==> config.mk <==
export PLATFORM = sky130hd
export DESIGN_NAME = pmod_input_unit
export DESIGN_NICKNAME = d
export VERILOG_FILES = /design/src/rtl/pmod_input_unit.sv
export SDC_FILE = /design/constraint.sdc
export NUM_CORES = 1
export LEC_CHECK = 0
export ABC_AREA = 1
export BUFFER_PORTS_ARGS = -buffer_cell sky130_fd_sc_hd__buf_2
export CORE_ASPECT_RATIO = 1.2
export CORE_MARGIN = 1.5
export CORE_UTILIZATION = 35
export DETAILED_ROUTE_END_ITERATION = 12
export PLACE_DENSITY = 0.47
export SLEW_MARGIN = 20
export SYNTH_ARGS = -nofsm -noshare
export SYNTH_HDL_FRONTEND = slang
export SYNTH_SLANG_ARGS = --single-unit
==> constraint.sdc <==
create_clock -name i_clock -period 4.2 [get_ports i_clock]
set_input_delay 1.26 -clock i_clock [delete_from_list [all_inputs] [get_ports i_clock]]
set_output_delay 1.26 -clock i_clock [all_outputs]
set_load 0.02 [all_outputs]
==> src/rtl/pmod_input_unit.sv <==
// Four-button PMOD front end: synchronize, debounce, turn rising edges into
// press events, queue them in a pending mask and hand them out one at a time
// through a valid/ready command register with a sticky drop flag.
module pmod_input_unit #(
    parameter int unsigned DEBOUNCE_TICKS = 1000000
) (
    input  logic       i_clock,
    input  logic       i_reset_n,
    input  logic [3:0] i_btn,
    input  logic       i_cmd_ready,
    input  logic       i_ovf_clear,
    output logic       o_cmd_valid,
    output logic [1:0] o_cmd,
    output logic [3:0] o_level,
    output logic       o_overflow
);

    localparam int unsigned NBTN  = 4;
    localparam int unsigned CNT_W = 24;
    localparam int unsigned IDX_W = 2;
    localparam logic [CNT_W-1:0] CNT_TERM = CNT_W'(DEBOUNCE_TICKS - 1);

    logic [1:0]                 rst_sync_q;
    logic                       rst_n;
    logic [NBTN-1:0]            sync1_q;
    logic [NBTN-1:0]            sync2_q;
    logic [NBTN-1:0][CNT_W-1:0] cnt_q;
    logic [NBTN-1:0][CNT_W-1:0] cnt_d;
    logic [NBTN-1:0]            deb_q;
    logic [NBTN-1:0]            deb_d;
    logic [NBTN-1:0]            press_c;
    logic [NBTN-1:0]            pending_q;
    logic [NBTN-1:0]            pending_d;
    logic [NBTN-1:0]            clear_mask_c;
    logic [IDX_W-1:0]           idx_c;
    logic                       free_c;
    logic                       load_c;
    logic                       ovf_evt_c;
    logic                       valid_q;
    logic                       valid_d;
    logic [IDX_W-1:0]           cmd_q;
    logic [IDX_W-1:0]           cmd_d;
    logic                       ovf_q;
    logic                       ovf_d;

    // Reset asserts immediately but releases only after two clean clock edges.
    always_ff @(posedge i_clock or negedge i_reset_n) begin
        if (!i_reset_n) begin
            rst_sync_q <= 2'b00;
        end else begin
            rst_sync_q <= {rst_sync_q[0], 1'b1};
        end
    end

    assign rst_n = rst_sync_q[1];

    // Two-flop synchronizer for the asynchronous button pins.
    always_ff @(posedge i_clock or negedge rst_n) begin
        if (!rst_n) begin
            sync1_q <= '0;
            sync2_q <= '0;
        end else begin
            sync1_q <= i_btn;
            sync2_q <= sync1_q;
        end
    end

    // Debounce: the level flips only after DEBOUNCE_TICKS consecutive mismatches.
    always_comb begin
        cnt_d   = '0;
        deb_d   = deb_q;
        press_c = '0;
        for (int k = 0; k < int'(NBTN); k++) begin
            if (sync2_q[k] != deb_q[k]) begin
                if (cnt_q[k] == CNT_TERM) begin
                    deb_d[k]   = sync2_q[k];
                    press_c[k] = sync2_q[k];
                end else begin
                    cnt_d[k] = cnt_q[k] + CNT_W'(1);
                end
            end
        end
    end

    // Lowest pending index wins the output register whenever it is free.
    always_comb begin
        idx_c = '0;
        for (int k = int'(NBTN) - 1; k >= 0; k--) begin
            if (pending_q[k]) begin
                idx_c = IDX_W'(k);
            end
        end
    end

    // Pending mask, command register and overflow next-state.
    always_comb begin
        free_c       = !valid_q || i_cmd_ready;
        load_c       = free_c && (pending_q != '0);
        clear_mask_c = '0;
        valid_d      = valid_q;
        cmd_d        = cmd_q;
        if (load_c) begin
            clear_mask_c[idx_c] = 1'b1;
            cmd_d               = idx_c;
        end
        if (free_c) begin
            valid_d = load_c;
        end
        // A press on a still-pending button is dropped; a same-edge clear lets it in.
        ovf_evt_c = |(press_c & pending_q & ~clear_mask_c);
        pending_d = (pending_q & ~clear_mask_c) | press_c;
        ovf_d     = ovf_evt_c | (ovf_q & ~i_ovf_clear);
    end

    // State registers for debounce, queueing and output stage.
    always_ff @(posedge i_clock or negedge rst_n) begin
        if (!rst_n) begin
            cnt_q     <= '0;
            deb_q     <= '0;
            pending_q <= '0;
            valid_q   <= 1'b0;
            cmd_q     <= '0;
            ovf_q     <= 1'b0;
        end else begin
            cnt_q     <= cnt_d;
            deb_q     <= deb_d;
            pending_q <= pending_d;
            valid_q   <= valid_d;
            cmd_q     <= cmd_d;
            ovf_q     <= ovf_d;
        end
    end

    assign o_cmd_valid = valid_q;
    assign o_cmd       = cmd_q;
    assign o_level     = deb_q;
    assign o_overflow  = ovf_q;

endmodule
### Yosys cells after proc, flatten, opt, wreduce, memory -nomap -nowiden

Index checks and enable logic that the tools add are counted.

| storage, ports and cells | value |
|---|---|
| register bits | 118 |

| operators by class | value |
|---|---|
| $lt $le $gt $ge | 2 |
| reduce and logical (&&, ||, !) cells | 10 |
| add/sub/neg operators | 4 |
| eq/ne operators | 8 |
| mux-type cells | 23 |
| bitwise operators | 8 |

Operator list:

| cell | number |
|---|---|
| 2-to-1 mux 24 bit | 8 |
| adder 24 x 1 -> 24 bit (second input constant) | 4 |
| == test 24 x 20 -> 1 bit (second input constant) | 4 |
| AND 4 bit | 3 |
| 2-to-1 mux 1 bit | 9 |
| 2-to-1 mux 2 bit | 4 |
| AND reduction 2 bit | 4 |
| 2-to-1 mux 4 bit | 1 |
| != test 1 bit | 4 |
| NOT 4 bit | 1 |
| OR 4 bit | 1 |
| nonzero test 4 bit | 1 |
| OR reduction 4 bit | 1 |
| < comparator 2 x 3 -> 1 bit (second input constant) | 1 |
| demux 1 bit (select 2 bit) | 1 |
| >= comparator 2 x 1 -> 1 bit (second input constant) | 1 |
| logical AND 1 bit | 2 |
| AND 1 bit | 1 |
| logical NOT 1 bit | 1 |
| logical OR 1 bit | 1 |
| NOT 1 bit | 1 |
| OR 1 bit | 1 |

### Longest topological paths before layout

| logic depth | value |
|---|---|
| word-level depth | 13 |
| gate-level depth with buffers | 11 |
| depth with buffers taken out | 11 |

### Worst setup path before layout

Ideal clock, no wire load.

| timing path | value |
|---|---|
| path type | input-to-reg |
| start point | input port i_cmd_ready |
| end point | register ovf_q (netlist: o_overflow) |
| path slack | 2270 ps |
| stages | 7 |
| setup time | 65 ps |
| arrival | 1865 ps |
| required time | 4135 ps |
| buffers on the path | 0 |
| cells stage by stage | nor2_1 inv_1 nor2_1 nand4_1 nand2_1 nor2_1 nand2_1 |

| between the ends | value |
|---|---|
| cells in the longest elaborated chain, start to end | 7 |

Ends and longest elaborated chain:

| element | line | text |
|---|---|---|
| start, declared | 10 | `input logic i_cmd_ready,` |
| logical OR 1 bit | 97 | `free_c = !valid_q \|\| i_cmd_ready;` |
| logical AND 1 bit | 98 | `load_c = free_c && (pending_q != '0);` |
| 2-to-1 mux 4 bit | 102 | `if (load_c) begin` |
| NOT 4 bit | 110 | `ovf_evt_c = \|(press_c & pending_q & ~clear_mask_c);` |
| AND 4 bit | 110 |  |
| OR reduction 4 bit | 110 |  |
| OR 1 bit | 112 | `ovf_d = ovf_evt_c \| (ovf_q & ~i_ovf_clear);` |
| via ovf_d | 44 | `logic ovf_d;` |
| end signal, assigned | 130 | `ovf_q <= ovf_d;` |
| end, declared | 43 | `logic ovf_q;` |

The timed path passes the listed nets, and every way through them passes these cells.
A chain may end at the register's enable or synchronous reset.

### Final worst setup path

| timing path | value |
|---|---|
| start point | register deb_q[2] (netlist: o_level[2]) |
| end point | output port o_level[2] |

RTL lines:

| element | line | text |
|---|---|---|
| start, declared | 29 | `logic [NBTN-1:0] deb_q;` |
| start signal, assigned | 119 | `deb_q <= '0;` |
| start signal, assigned | 126 | `deb_q <= deb_d;` |
| end, declared | 14 | `output logic [3:0] o_level,` |

No word-level cell between the ends.

==> results.md <==
- Non-filler cells, final: 1191
- Leading cell types by total area after synthesis: dfrtp_1 44%, nor2_1 11%, nand2_1 11%
- Cell type of the slowest stage on the worst timing path: dfrtp_1
- Vias in the first global route: 5385
- Final antenna diode count: 0
- Count of final hold-check violations: 0
- Buffers inserted during post-CTS setup optimization: 0
- Layout Area Growth over Synthesis: 15.1%
- Net total in the final layout: 934
- Vias per cell: 4.58
- Seq/Total Area, Yosys: 0.443
- Die X-Extent: 129 um
- Signal arrival time at the worst endpoint: 1.04 ns
- DIE AREA: 0.0199 sq mm
- Required time at the endpoint of the critical path: 2.94 ns
- Time the final worst path needs with I/O delays and setup: 2.30 ns
- Maximum capacitance violations: 0
- Port-buffer cells: 15
- Routed wire length: 15.9 mm
- Reg-to-reg startpoint: o_level[1]
- Cell area after layout: 0.00767 sq mm
- Result of the run: completed
- Unrepaired setup endpoints after global routing: no
- Remaining global-route overflow: 0
- Startpoint type of the worst setup path: register
- Post-synth top area share: 0.443
- Clock buffer count from CTS: 17
- Depth of the worst register-to-register path: 8
- Met3 routed wirelength: 393 um
- Iter 0 DRT Violations: 262
- Worst-case register-to-register setup slack: 2.30 ns
- Multi-input logic area: 0.00321 sq mm
- Kind of critical path: register to output pin
- Maximum number of pins on one net before global-route repair: 73
- Combined global-route utilization of all metal layers: 0.173
- Vertical die dimension: 154 um
- Register area: 0.00296 sq mm
- Delay of the slowest cell on the worst path: 0.43 ns
- DRC violations left: 0
- Most common library cells after synthesis: 204 x nor2_1, 191 x nand2_1, 118 x dfrtp_1
- Crit share post-route: 0.548
- TritonCTS sink count: 118
- Worst slew slack as a fraction of its limit: 0.379
- Total power density per cell area: 368 mW/mm^2
- TritonCTS clock tree: built
- Average cell area after synthesis: 7.51 sq um
- Placed insts: 1159
- Core ar.: 0.0188 sq mm
- Largest fanout on the critical path: 4
- Cell area after synthesis: 0.00667 sq mm
- Synthesized Nets: 900
- Worst slew pin tran: 0.931 ns
- Hold Crit Start: sync1_q[1]
- Cell Chain, Critical Path: buf_2
- Routed length on met1: 7.39 mm
- Fraction of registers with async set or reset after synthesis: 1.00
- Mapped Cells: 888
- First-pass GRT wire length: 26.7 mm
- Distinct cells, synth: 40
- Antenna violation net count after detailed routing: 0
- Largest buffer count on any clock path: 2
- Starting utilization of the core area: 0.355
- Worst r2r dst: cnt_q[34]
- Via total after detailed routing: 5460
- Total buffers and inverters traversed by the critical path: 1
- Buffer cell driving the clock tree root: clkbuf_16
- Instance area after placement: 0.00706 sq mm
- Worst hold path stage count: 0
- Number of max-slew violations in the final report: 0
- Top-count cell post-synth: nor2_1
- RD Place Congestion: 0.835
- Utilization after layout: 0.408
- FILL cells: 1965
- Std cell rows: 55
- Met2 wire length: 7.72 mm
- Share of cells above drive strength 1: 0.147
- Cell type with the highest aggregate area in the netlist: dfrtp_1
- Worst setup skew after layout: 0.00543 ns
- Number of antenna violations at the first check in global routing: 0
- DR top layer: met4
- Worst path top cell family by delay: flip-flops
- Total Neg Setup Slack: 0 ns
- Number of H-tree branching levels: 4
- Source-to-sink clock delay at the later pin of the worst-skew pair: 0.42 ns
- Number of cells upsized or downsized after cts: 0
- Hpwl dp: 11.9 mm
- Hold-critical path endpoint: sync2_q[1]
- First-pass detailed-route iteration total: 4
- Achievable clock frequency: 0.434 GHz
- Avg WL per Cell: 13.3 um
- Number of warnings issued by yosys: 0
- Number of synthesized flops with an enable pin: 0
- Leading register cell type out of synthesis: dfrtp_1
- Static leakage: 0.00328 uW
- Number of top-level pins: 16
- Quantity of hold-fixing buffers added after cts: 0
- Final-report setup violation count: 0
- Crit path capture type: output pin
- Clock-pin slew on the worst setup and hold paths: 0.05 ns
- Number of flip-flops and latches in the synthesized netlist: 118
- Maximum vdd drop: 0.280 mV
- Kind of path behind the tightest hold check: register to register
[layer usage]
layer / global-route usage / up-vias
met3: 0.0329 / 23
met2: 0.288 / 63
met5: 0 / -
li1: - / 2838
met4: 0.0685 / 0
met1: 0.221 / 2536
[sequential cells by signal (all words and copies together), names as in the netlist]
| name | cells |
|---|---|
| o_overflow | 1 |
| sync1_q | 4 |
| cnt_q | 96 |
| pending_q | 4 |
| sync2_q | 4 |
| rst_sync_q | 2 |
| o_cmd_valid | 1 |
| o_level | 4 |
| o_cmd | 2 |
[metrics by stage]
step	hold WS, ns	total power, uW	worst slack [ns]
floorplan	0.331	1300	0.669
global placement	0.332	1350	1.97
detailed placement	0.336	1350	1.97
CTS	0.348	2870	1.88
global route	0.356	2940	1.86
finish	0.345	2820	1.90
[cell families after synthesis]
| kind of cell | synth area share |
|---|---|
| AO/OA/AOI/OAI | 0.0447 |
| other | 0.000563 |
| XOR/XNOR | 0.0366 |
| flip-flops | 0.443 |
| buffers and inverters | 0.0747 |
| AND/OR/NAND/NOR | 0.393 |
| adder cells (fa/ha/maj) | 0.00751 |
[worst max-delay path by stage]
stage	from	end	slack, ns	cells past startpoint
finish	o_level[2]	o_level[2]	1.90	1
global route	o_level[2]	o_level[2]	1.86	1
CTS	o_level[1]	o_level[1]	1.88	1
detailed placement	i_cmd_ready	o_overflow	1.97	8
global placement	i_cmd_ready	o_overflow	1.97	8
floorplan	rst_sync_q[1]	cnt_q[0]	0.67	0
[report_power, final]
| group | switching (uW) | leakage (uW) | total [uW] | internal (uW) |
|---|---|---|---|---|
| clock network | 560 | 0.000287 | 1500 | 937 |
| logic | 87.5 | 0.00138 | 128 | 40.1 |
| registers | 30.4 | 0.00161 | 1200 | 1170 |
| total | 678 | 0.00328 | 2820 | 2140 |
[area by class of cell]
cell class / instances / area share
clock buffers: 18 / 0.0560
clock inverters: 14 / 0.0228
inverters: 128 / 0.0630
multi-input cells: 640 / 0.419
flip-flops and latches: 118 / 0.386
well taps: 256 / 0.0418
repair buffers: 17 / 0.0117
[placed cells by master (no fill, tap or decap), types with 4 or more instances in the layout]
master / count
nand4_1: 18
nor2_1: 204
inv_2: 18
clkbuf_16: 17
nor3_2: 7
nor2_2: 13
o21ai_1: 5
nand3_1: 47
ha_1: 4
o21ai_0: 17
nand3_2: 10
buf_2: 15
nand2_2: 6
inv_1: 109
a21oi_1: 19
nand2_1: 191
nor3_4: 4
xnor2_1: 4
dfrtp_1: 117
a31oi_1: 4
xor2_1: 22
nor3_1: 24
nor2_4: 16
Note: power is estimated with default switching activity, not from simulation.
